==> src/rtl/manta_bus_initiator_pkg.sv <==
// Shared types, byte constants and hex helpers for the Manta ASCII bus initiator.
package manta_bus_pkg;

  typedef enum logic [1:0] {
    IDLE,
    SEND,
    WAIT_RSP,
    DONE
  } state_t;

  localparam logic [7:0] CH_R  = 8'h52;
  localparam logic [7:0] CH_W  = 8'h57;
  localparam logic [7:0] CH_M  = 8'h4D;
  localparam logic [7:0] CH_CR = 8'h0D;
  localparam logic [7:0] CH_LF = 8'h0A;

  // Nibble to uppercase ASCII hex digit.
  function automatic logic [7:0] hex_encode(input logic [3:0] nib);
    return (nib < 4'd10) ? (8'h30 + {4'h0, nib}) : (8'h37 + {4'h0, nib});
  endfunction

  // ASCII hex digit (either case) to {valid, nibble}.
  function automatic logic [4:0] hex_decode(input logic [7:0] b);
    logic [4:0] r;
    r = 5'b0_0000;
    if (b >= 8'h30 && b <= 8'h39) begin
      r = {1'b1, b[3:0]};
    end else if ((b >= 8'h41 && b <= 8'h46) || (b >= 8'h61 && b <= 8'h66)) begin
      r = {1'b1, b[3:0] + 4'd9};
    end
    return r;
  endfunction

endpackage

==> src/rtl/manta_bus_initiator_if.sv <==
// Parallel request/response port of the Manta bus initiator.
interface manta_bus_initiator_if #(
  parameter int ADDR_WIDTH = 16,
  parameter int DATA_WIDTH = 16
);
  logic                  req_valid;
  logic                  req_ready;
  logic                  req_rw;
  logic [ADDR_WIDTH-1:0] req_addr;
  logic [DATA_WIDTH-1:0] req_wdata;
  logic                  rsp_valid;
  logic [DATA_WIDTH-1:0] rsp_rdata;
  logic                  rsp_err;

  modport master (
    output req_valid, req_rw, req_addr, req_wdata,
    input  req_ready, rsp_valid, rsp_rdata, rsp_err
  );

  modport slave (
    input  req_valid, req_rw, req_addr, req_wdata,
    output req_ready, rsp_valid, rsp_rdata, rsp_err
  );
endinterface

==> src/rtl/manta_bus_initiator_rsp_parser.sv <==
// Byte parser for the "M"+hex+CR+LF read-response frame.
// done/err are combinational on the strobe that completes or breaks the frame.
module manta_rsp_parser
  import manta_bus_pkg::*;
#(
  parameter int DATA_WIDTH = 16
) (
  input  logic                  clk,
  input  logic                  rst,
  input  logic                  start,
  input  logic [7:0]            rx_data,
  input  logic                  rx_valid,
  output logic                  done,
  output logic                  err,
  output logic [DATA_WIDTH-1:0] rdata
);

  localparam int DD = DATA_WIDTH / 4;
  localparam int PW = $clog2(DD + 3);

  logic [PW-1:0]         p;
  logic [DATA_WIDTH-1:0] acc;
  logic [4:0]            dec;

  assign rdata = acc;

  // Classify the current byte against the expected position in the frame.
  always_comb begin
    dec  = hex_decode(rx_data);
    done = 1'b0;
    err  = 1'b0;
    if (rx_valid) begin
      if (p == '0) begin
        if (rx_data != CH_M && rx_data != CH_CR && rx_data != CH_LF) begin
          done = 1'b1;
          err  = 1'b1;
        end
      end else if (p <= PW'(DD)) begin
        if (!dec[4]) begin
          done = 1'b1;
          err  = 1'b1;
        end
      end else if (p == PW'(DD + 1)) begin
        if (rx_data != CH_CR) begin
          done = 1'b1;
          err  = 1'b1;
        end
      end else begin
        done = 1'b1;
        err  = (rx_data != CH_LF);
      end
    end
  end

  // Advance the position and shift hex digits into the accumulator.
  always_ff @(posedge clk or posedge rst) begin
    if (rst) begin
      p   <= '0;
      acc <= '0;
    end else if (start) begin
      p   <= '0;
      acc <= '0;
    end else if (rx_valid && !done) begin
      if (p == '0) begin
        if (rx_data == CH_M) p <= PW'(1);
      end else begin
        if (p <= PW'(DD)) acc <= (acc << 4) | DATA_WIDTH'(dec[3:0]);
        p <= p + PW'(1);
      end
    end
  end

endmodule

==> src/rtl/manta_bus_initiator.sv <==
// Manta ASCII bus initiator: serialises requests into tx frames and
// collects read responses from rx, one transaction at a time.
module manta_bus_initiator
  import manta_bus_pkg::*;
#(
  parameter int ADDR_WIDTH     = 16,
  parameter int DATA_WIDTH     = 16,
  parameter int TIMEOUT_CYCLES = 1_000_000
) (
  input  logic                  clk,
  input  logic                  rst,
  manta_bus_initiator_if.slave  bus,
  output logic [7:0]            tx_data,
  output logic                  tx_valid,
  input  logic                  tx_ready,
  input  logic [7:0]            rx_data,
  input  logic                  rx_valid,
  output logic                  busy
);

  localparam int AD = ADDR_WIDTH / 4;
  localparam int DD = DATA_WIDTH / 4;
  localparam int SW = ADDR_WIDTH + DATA_WIDTH;
  localparam int IW = $clog2(AD + DD + 3);
  localparam int TW = (TIMEOUT_CYCLES > 1) ? $clog2(TIMEOUT_CYCLES + 1) : 1;

  state_t                state;
  logic                  rw_q;
  logic [SW-1:0]         sh;
  logic [IW-1:0]         idx;
  logic [IW-1:0]         ndig;
  logic [TW-1:0]         tmo;
  logic [DATA_WIDTH-1:0] rdata_q;
  logic                  err_q;
  logic                  tx_hs;
  logic                  last_byte;
  logic                  p_start;
  logic                  p_done;
  logic                  p_err;
  logic [DATA_WIDTH-1:0] p_rdata;

  assign ndig          = rw_q ? IW'(AD + DD) : IW'(AD);
  assign tx_valid      = (state == SEND);
  assign tx_hs         = tx_valid & tx_ready;
  assign last_byte     = (idx == ndig + IW'(2));
  assign p_start       = tx_hs & last_byte & ~rw_q;
  assign busy          = (state != IDLE);
  assign bus.req_ready = (state == IDLE) & ~rst;
  assign bus.rsp_valid = (state == DONE);
  assign bus.rsp_rdata = rdata_q;
  assign bus.rsp_err   = err_q;

  // Frame byte mux: command letter, hex digits from the top of the shifter, CR, LF.
  always_comb begin
    tx_data = 8'h00;
    if (state == SEND) begin
      if (idx == '0)                  tx_data = rw_q ? CH_W : CH_R;
      else if (idx <= ndig)           tx_data = hex_encode(sh[SW-1 -: 4]);
      else if (idx == ndig + IW'(1))  tx_data = CH_CR;
      else                            tx_data = CH_LF;
    end
  end

  manta_rsp_parser #(.DATA_WIDTH(DATA_WIDTH)) u_parser (
    .clk      (clk),
    .rst      (rst),
    .start    (p_start),
    .rx_data  (rx_data),
    .rx_valid (rx_valid && (state == WAIT_RSP)),
    .done     (p_done),
    .err      (p_err),
    .rdata    (p_rdata)
  );

  // Transaction FSM with request latch, byte index and response timeout.
  always_ff @(posedge clk or posedge rst) begin
    if (rst) begin
      state   <= IDLE;
      rw_q    <= 1'b0;
      sh      <= '0;
      idx     <= '0;
      tmo     <= '0;
      rdata_q <= '0;
      err_q   <= 1'b0;
    end else begin
      case (state)
        IDLE: begin
          rdata_q <= '0;
          err_q   <= 1'b0;
          if (bus.req_valid) begin
            rw_q  <= bus.req_rw;
            sh    <= {bus.req_addr, bus.req_wdata};
            idx   <= '0;
            state <= SEND;
          end
        end
        SEND: begin
          if (tx_hs) begin
            idx <= idx + IW'(1);
            if (idx != '0 && idx <= ndig) sh <= sh << 4;
            if (last_byte) begin
              tmo   <= '0;
              state <= rw_q ? DONE : WAIT_RSP;
            end
          end
        end
        WAIT_RSP: begin
          if (p_done) begin
            err_q   <= p_err;
            rdata_q <= p_err ? '0 : p_rdata;
            state   <= DONE;
          end else if (TIMEOUT_CYCLES != 0 && tmo == TW'(TIMEOUT_CYCLES)) begin
            err_q   <= 1'b1;
            rdata_q <= '0;
            state   <= DONE;
          end else begin
            tmo <= tmo + TW'(1);
          end
        end
        DONE: begin
          rdata_q <= '0;
          err_q   <= 1'b0;
          state   <= IDLE;
        end
        default: state <= IDLE;
      endcase
    end
  end

endmodule
==> src/flat_wrapper.sv <==
// flat-port wrapper written by rule: the top's interface ports become plain ports
module manta_bus_initiator_flat import manta_bus_pkg::*;
#(
  parameter int ADDR_WIDTH     = 16,
  parameter int DATA_WIDTH     = 16,
  parameter int TIMEOUT_CYCLES = 1_000_000
)
  (clk, rst, tx_data, tx_valid, tx_ready, rx_data, rx_valid, busy, bus_req_valid, bus_req_rw, bus_req_addr, bus_req_wdata, bus_req_ready, bus_rsp_valid, bus_rsp_rdata, bus_rsp_err);
  manta_bus_initiator_if #(.ADDR_WIDTH(ADDR_WIDTH), .DATA_WIDTH(DATA_WIDTH)) bus_i ();
  input  logic clk;
  input  logic rst;
  output logic [7:0] tx_data;
  output logic tx_valid;
  input  logic tx_ready;
  input  logic [7:0] rx_data;
  input  logic rx_valid;
  output logic busy;
  input wire logic [$bits(bus_i.req_valid)-1:0] bus_req_valid;
  input wire logic [$bits(bus_i.req_rw)-1:0] bus_req_rw;
  input wire logic [$bits(bus_i.req_addr)-1:0] bus_req_addr;
  input wire logic [$bits(bus_i.req_wdata)-1:0] bus_req_wdata;
  output wire logic [$bits(bus_i.req_ready)-1:0] bus_req_ready;
  output wire logic [$bits(bus_i.rsp_valid)-1:0] bus_rsp_valid;
  output wire logic [$bits(bus_i.rsp_rdata)-1:0] bus_rsp_rdata;
  output wire logic [$bits(bus_i.rsp_err)-1:0] bus_rsp_err;
  assign bus_i.req_valid = bus_req_valid;
  assign bus_i.req_rw = bus_req_rw;
  assign bus_i.req_addr = bus_req_addr;
  assign bus_i.req_wdata = bus_req_wdata;
  assign bus_req_ready = bus_i.req_ready;
  assign bus_rsp_valid = bus_i.rsp_valid;
  assign bus_rsp_rdata = bus_i.rsp_rdata;
  assign bus_rsp_err = bus_i.rsp_err;
  manta_bus_initiator #(.ADDR_WIDTH(ADDR_WIDTH), .DATA_WIDTH(DATA_WIDTH), .TIMEOUT_CYCLES(TIMEOUT_CYCLES)) u_core (.clk(clk), .rst(rst), .bus(bus_i), .tx_data(tx_data), .tx_valid(tx_valid), .tx_ready(tx_ready), .rx_data(rx_data), .rx_valid(rx_valid), .busy(busy));
endmodule
==> config.mk <==
export PLATFORM = sky130hd
export DESIGN_NAME = manta_bus_initiator_flat
export DESIGN_NICKNAME = d
export VERILOG_FILES = /design/src/rtl/manta_bus_initiator_pkg.sv /design/src/rtl/manta_bus_initiator_if.sv /design/src/rtl/manta_bus_initiator_rsp_parser.sv /design/src/rtl/manta_bus_initiator.sv /design/src/flat_wrapper.sv
export SDC_FILE = /design/constraint.sdc
export NUM_CORES = 1
export LEC_CHECK = 0
export ABC_AREA = 1
export CORE_MARGIN = 5
export CORE_UTILIZATION = 40
export DETAILED_ROUTE_END_ITERATION = 7
export PLACE_DENSITY = 0.57
export SLEW_MARGIN = 20
export SYNTH_ARGS = -nofsm -noshare
export SYNTH_HDL_FRONTEND = slang
export SYNTH_SLANG_ARGS = --single-unit
==> constraint.sdc <==
create_clock -name clk -period 8.7 [get_ports clk]
set_input_delay 1.305 -clock clk [delete_from_list [all_inputs] [get_ports clk]]
set_output_delay 1.305 -clock clk [all_outputs]
set_load 0.02 [all_outputs]
==> flow_metrics.env <==
export IMPL_skew_ns=0.009593
export IMPL_cp_arrival_ns=2.69
export IMPL_postSynthAreaPerCell_um2=7.271
export IMPL_row_count=43
export IMPL_cp_max_fo=5
export IMPL_netlist_area_um2=5584
export IMPL_status="complete, no violations"
export IMPL_vias=4956
export IMPL_grt_setup_unrepaired="no"
export IMPL_synthArstFlopShare=1.000
export IMPL_setup_viol=0
export IMPL_syn2layout_area_growth_pct=20.26
export IMPL_power_density_nw_per_um2=282.4
export IMPL_start_util=0.4054
export IMPL_fillers=1461
export IMPL_cts_tree="yes"
export IMPL_whs_ns=0.4755
export IMPL_drv_cap=0
export IMPL_cts_buffers=9
export IMPL_clock_path_buffers=2
export IMPL_cts_root_buffer="clkbuf_16"
export IMPL_place_congestion=0.9033
export IMPL_ys_warn_count=0
export IMPL_die_h_um=128.2
export IMPL_hpwl_mm=9.439
export IMPL_syn_num_nets=835
export IMPL_core_um2=13770
export IMPL_wl_mm=13.29
export IMPL_min_path_type="reg2reg"
export IMPL_yosysSeqAreaShare=0.4257
export IMPL_setup_tns_ns=0
export IMPL_cts_num_sinks=95
export IMPL_final_nets=888
export IMPL_final_layout_size_suffix_gt1_frac=0.05333
export IMPL_cts_resized_gates=0
export IMPL_slew_violations=0
export IMPL_slew_headroom=0.3614
export IMPL_hold_viol=0
export IMPL_worstMarginPinSlew_ns=0.9553
export IMPL_crit_type="reg2out"
export IMPL_endpoint_kind="output port"
export IMPL_ioPinCount=75
export IMPL_grt_max_degree=74
export IMPL_synth_main_ff_cell="dfrtp_1"
export IMPL_pre_cts_slack_ns=4.278
export IMPL_grt_pass1_wl_mm=22.69
export IMPL_wl_per_cell_um=13.22
export IMPL_grt_usage=0.1688
export IMPL_start_kind="flop"
export IMPL_path_clk_slew_ns=0.06
export IMPL_p_leak_uw=0.002995
export IMPL_drc=0
export IMPL_io_buffers=73
export IMPL_htreeDepth=3
export IMPL_postCtsSetupBuffers=0
export IMPL_total_power_uw=1896
export IMPL_synth_cell_type_count=36
export IMPL_placed_cells=990
export IMPL_gr_total_overflow=0
export IMPL_synth_cells=768
export IMPL_antenna_found_initial=0
export IMPL_setup_ws_ns=4.703
export IMPL_ys_ff_latch=95
export IMPL_ir_worst_vdd_mv=0.1738
export IMPL_postRouteAntennaNets=0
export IMPL_cts_hold_buf=0
export IMPL_drtIter0Drc=320
export IMPL_diodes=0
export IMPL_avgViaCountPerCell=4.931
export IMPL_die_area_um2=16420
export IMPL_insertion_delay_ns=0.34
export IMPL_first_global_vias=4697
export IMPL_fmax_mhz=250.2
export IMPL_dr_pass1_iters=5
export IMPL_synth_edf_count=0
export IMPL_die_width_um=128.2
export IMPL_final_cells=1005
export IMPL_worstPathRequired_ns=7.39
export IMPL_fin_crit_sh=0.4594
export IMPL_period_minus_slack_ns=3.997
==> final cells by class <==
cell class / instances / area (um2) / area share
clock buffer: 11 / 232.7 / 0.03466
clock inverter: 4 / 95.09 / 0.01416
multi-input combinational: 575 / 2790 / 0.4155
inverter: 64 / 241.5 / 0.03596
sequential: 95 / 2377 / 0.3540
tap: 180 / 225.2 / 0.03354
timing repair buffer: 76 / 753.2 / 0.1122
==> synthesized netlist by cell type, drive strengths merged, types with 2 or more instances <==
master,number,area (um2)
nand4,6,37.54
nand2,259,984.7
xnor2,2,17.52
xor2,7,61.31
buf,18,118.9
a21oi,18,112.6
clkinv,2,7.510
nor3,20,100.1
nand3,66,350.3
or2,7,43.79
ha,21,262.8
o21ai,48,244.0
o21bai,2,15.01
clkbuf,16,60.06
o22ai,2,12.51
dfrtp,95,2377
a31oi,28,175.2
nor2,84,337.8
inv,62,232.7
==> stage by stage <==
step	util	area [um2]
floorplan	-	5584
global route	0.4876	6715
global placement	0.4636	6385
finish	0.4876	6715
detailed placement	0.4636	6385
CTS	0.4874	6713
==> cell usage in the layout (no fill, tap or decap), drive strengths merged <==
master	count
nand2	259
dfrtp	95
nor2	84
clkdlybuf4s50	73
nand3	66
inv	61
o21ai	48
a31oi	28
ha	21
nor3	20
a21oi	18
clkbuf	11
xor2	7
or2	7
nand4	6
clkinv	4
bufinv	3
buf	3
o21bai	2
o22ai	2
xnor2	2
o31ai	1
o211ai	1
nor4	1
nand3b	1
conb	1
==> worst max-delay path, cell delays in order (launching register included) <==
cell	delay (ns)
dfrtp_1	0.41
inv_1	0.10
ha_1	0.34
nand2_1	0.08
o21ai_2	0.21
inv_1	0.12
or2_2	0.28
a21oi_1	0.17
clkdlybuf4s50_1	0.64
==> layer usage <==
| metal | up-vias | track usage | wire [um] |
|---|---|---|---|
| li1 | 2569 | - | - |
| met1 | 2312 | 0.2348 | 6437 |
| met2 | 64 | 0.2696 | 6298 |
| met3 | 11 | 0.03667 | 395 |
| met4 | 0 | 0.04057 | 159 |
| met5 | - | 0 | 0 |
==> cell families after synthesis <==
kind of cell    count (synthesis)  synth area share
fa+ha+maj                      21           0.04705
buf+inv                        98           0.07506
flops                          95            0.4257
compound gates                100            0.1028
other cells                     1         0.0006715
simple gates                  444            0.3345
xor+xnor                        9           0.01412
==> state kept, by name (all words and copies together), names as in the netlist <==
name,cells
u_core.tmo,20
u_core.u_parser.rdata,16
u_core.bus.rsp_rdata,16
u_core.state,2
u_core.idx,4
u_core.bus.rsp_err,1
u_core.rw_q,1
u_core.u_parser.p,3
u_core.sh,32
==> worst paths after layout <==
path / start / endpoint / slack, ns / cells past startpoint
min in group asynchronous: rst / u_core.sh[1] / 1.29 / 2
worst max-delay path: u_core.rw_q / tx_data[4] / 4.70 / 8
worst min-delay path: u_core.bus.rsp_rdata[2] / u_core.bus.rsp_rdata[2] / 0.48 / 2
max in group asynchronous: rst / u_core.sh[27] / 6.16 / 3
worst max register to register: u_core.state[0] / u_core.tmo[16] / 5.87 / 7
worst min register to register: u_core.bus.rsp_rdata[2] / u_core.bus.rsp_rdata[2] / 0.48 / 2
==> where the power goes <==
group,switching (uW),internal [uW],leakage (uW)
logic,558,278,0.00161
registers,68.9,547,0.00122
clock network,165,279,0.000160
No activity file was read; power rests on OpenSTA's default activity.
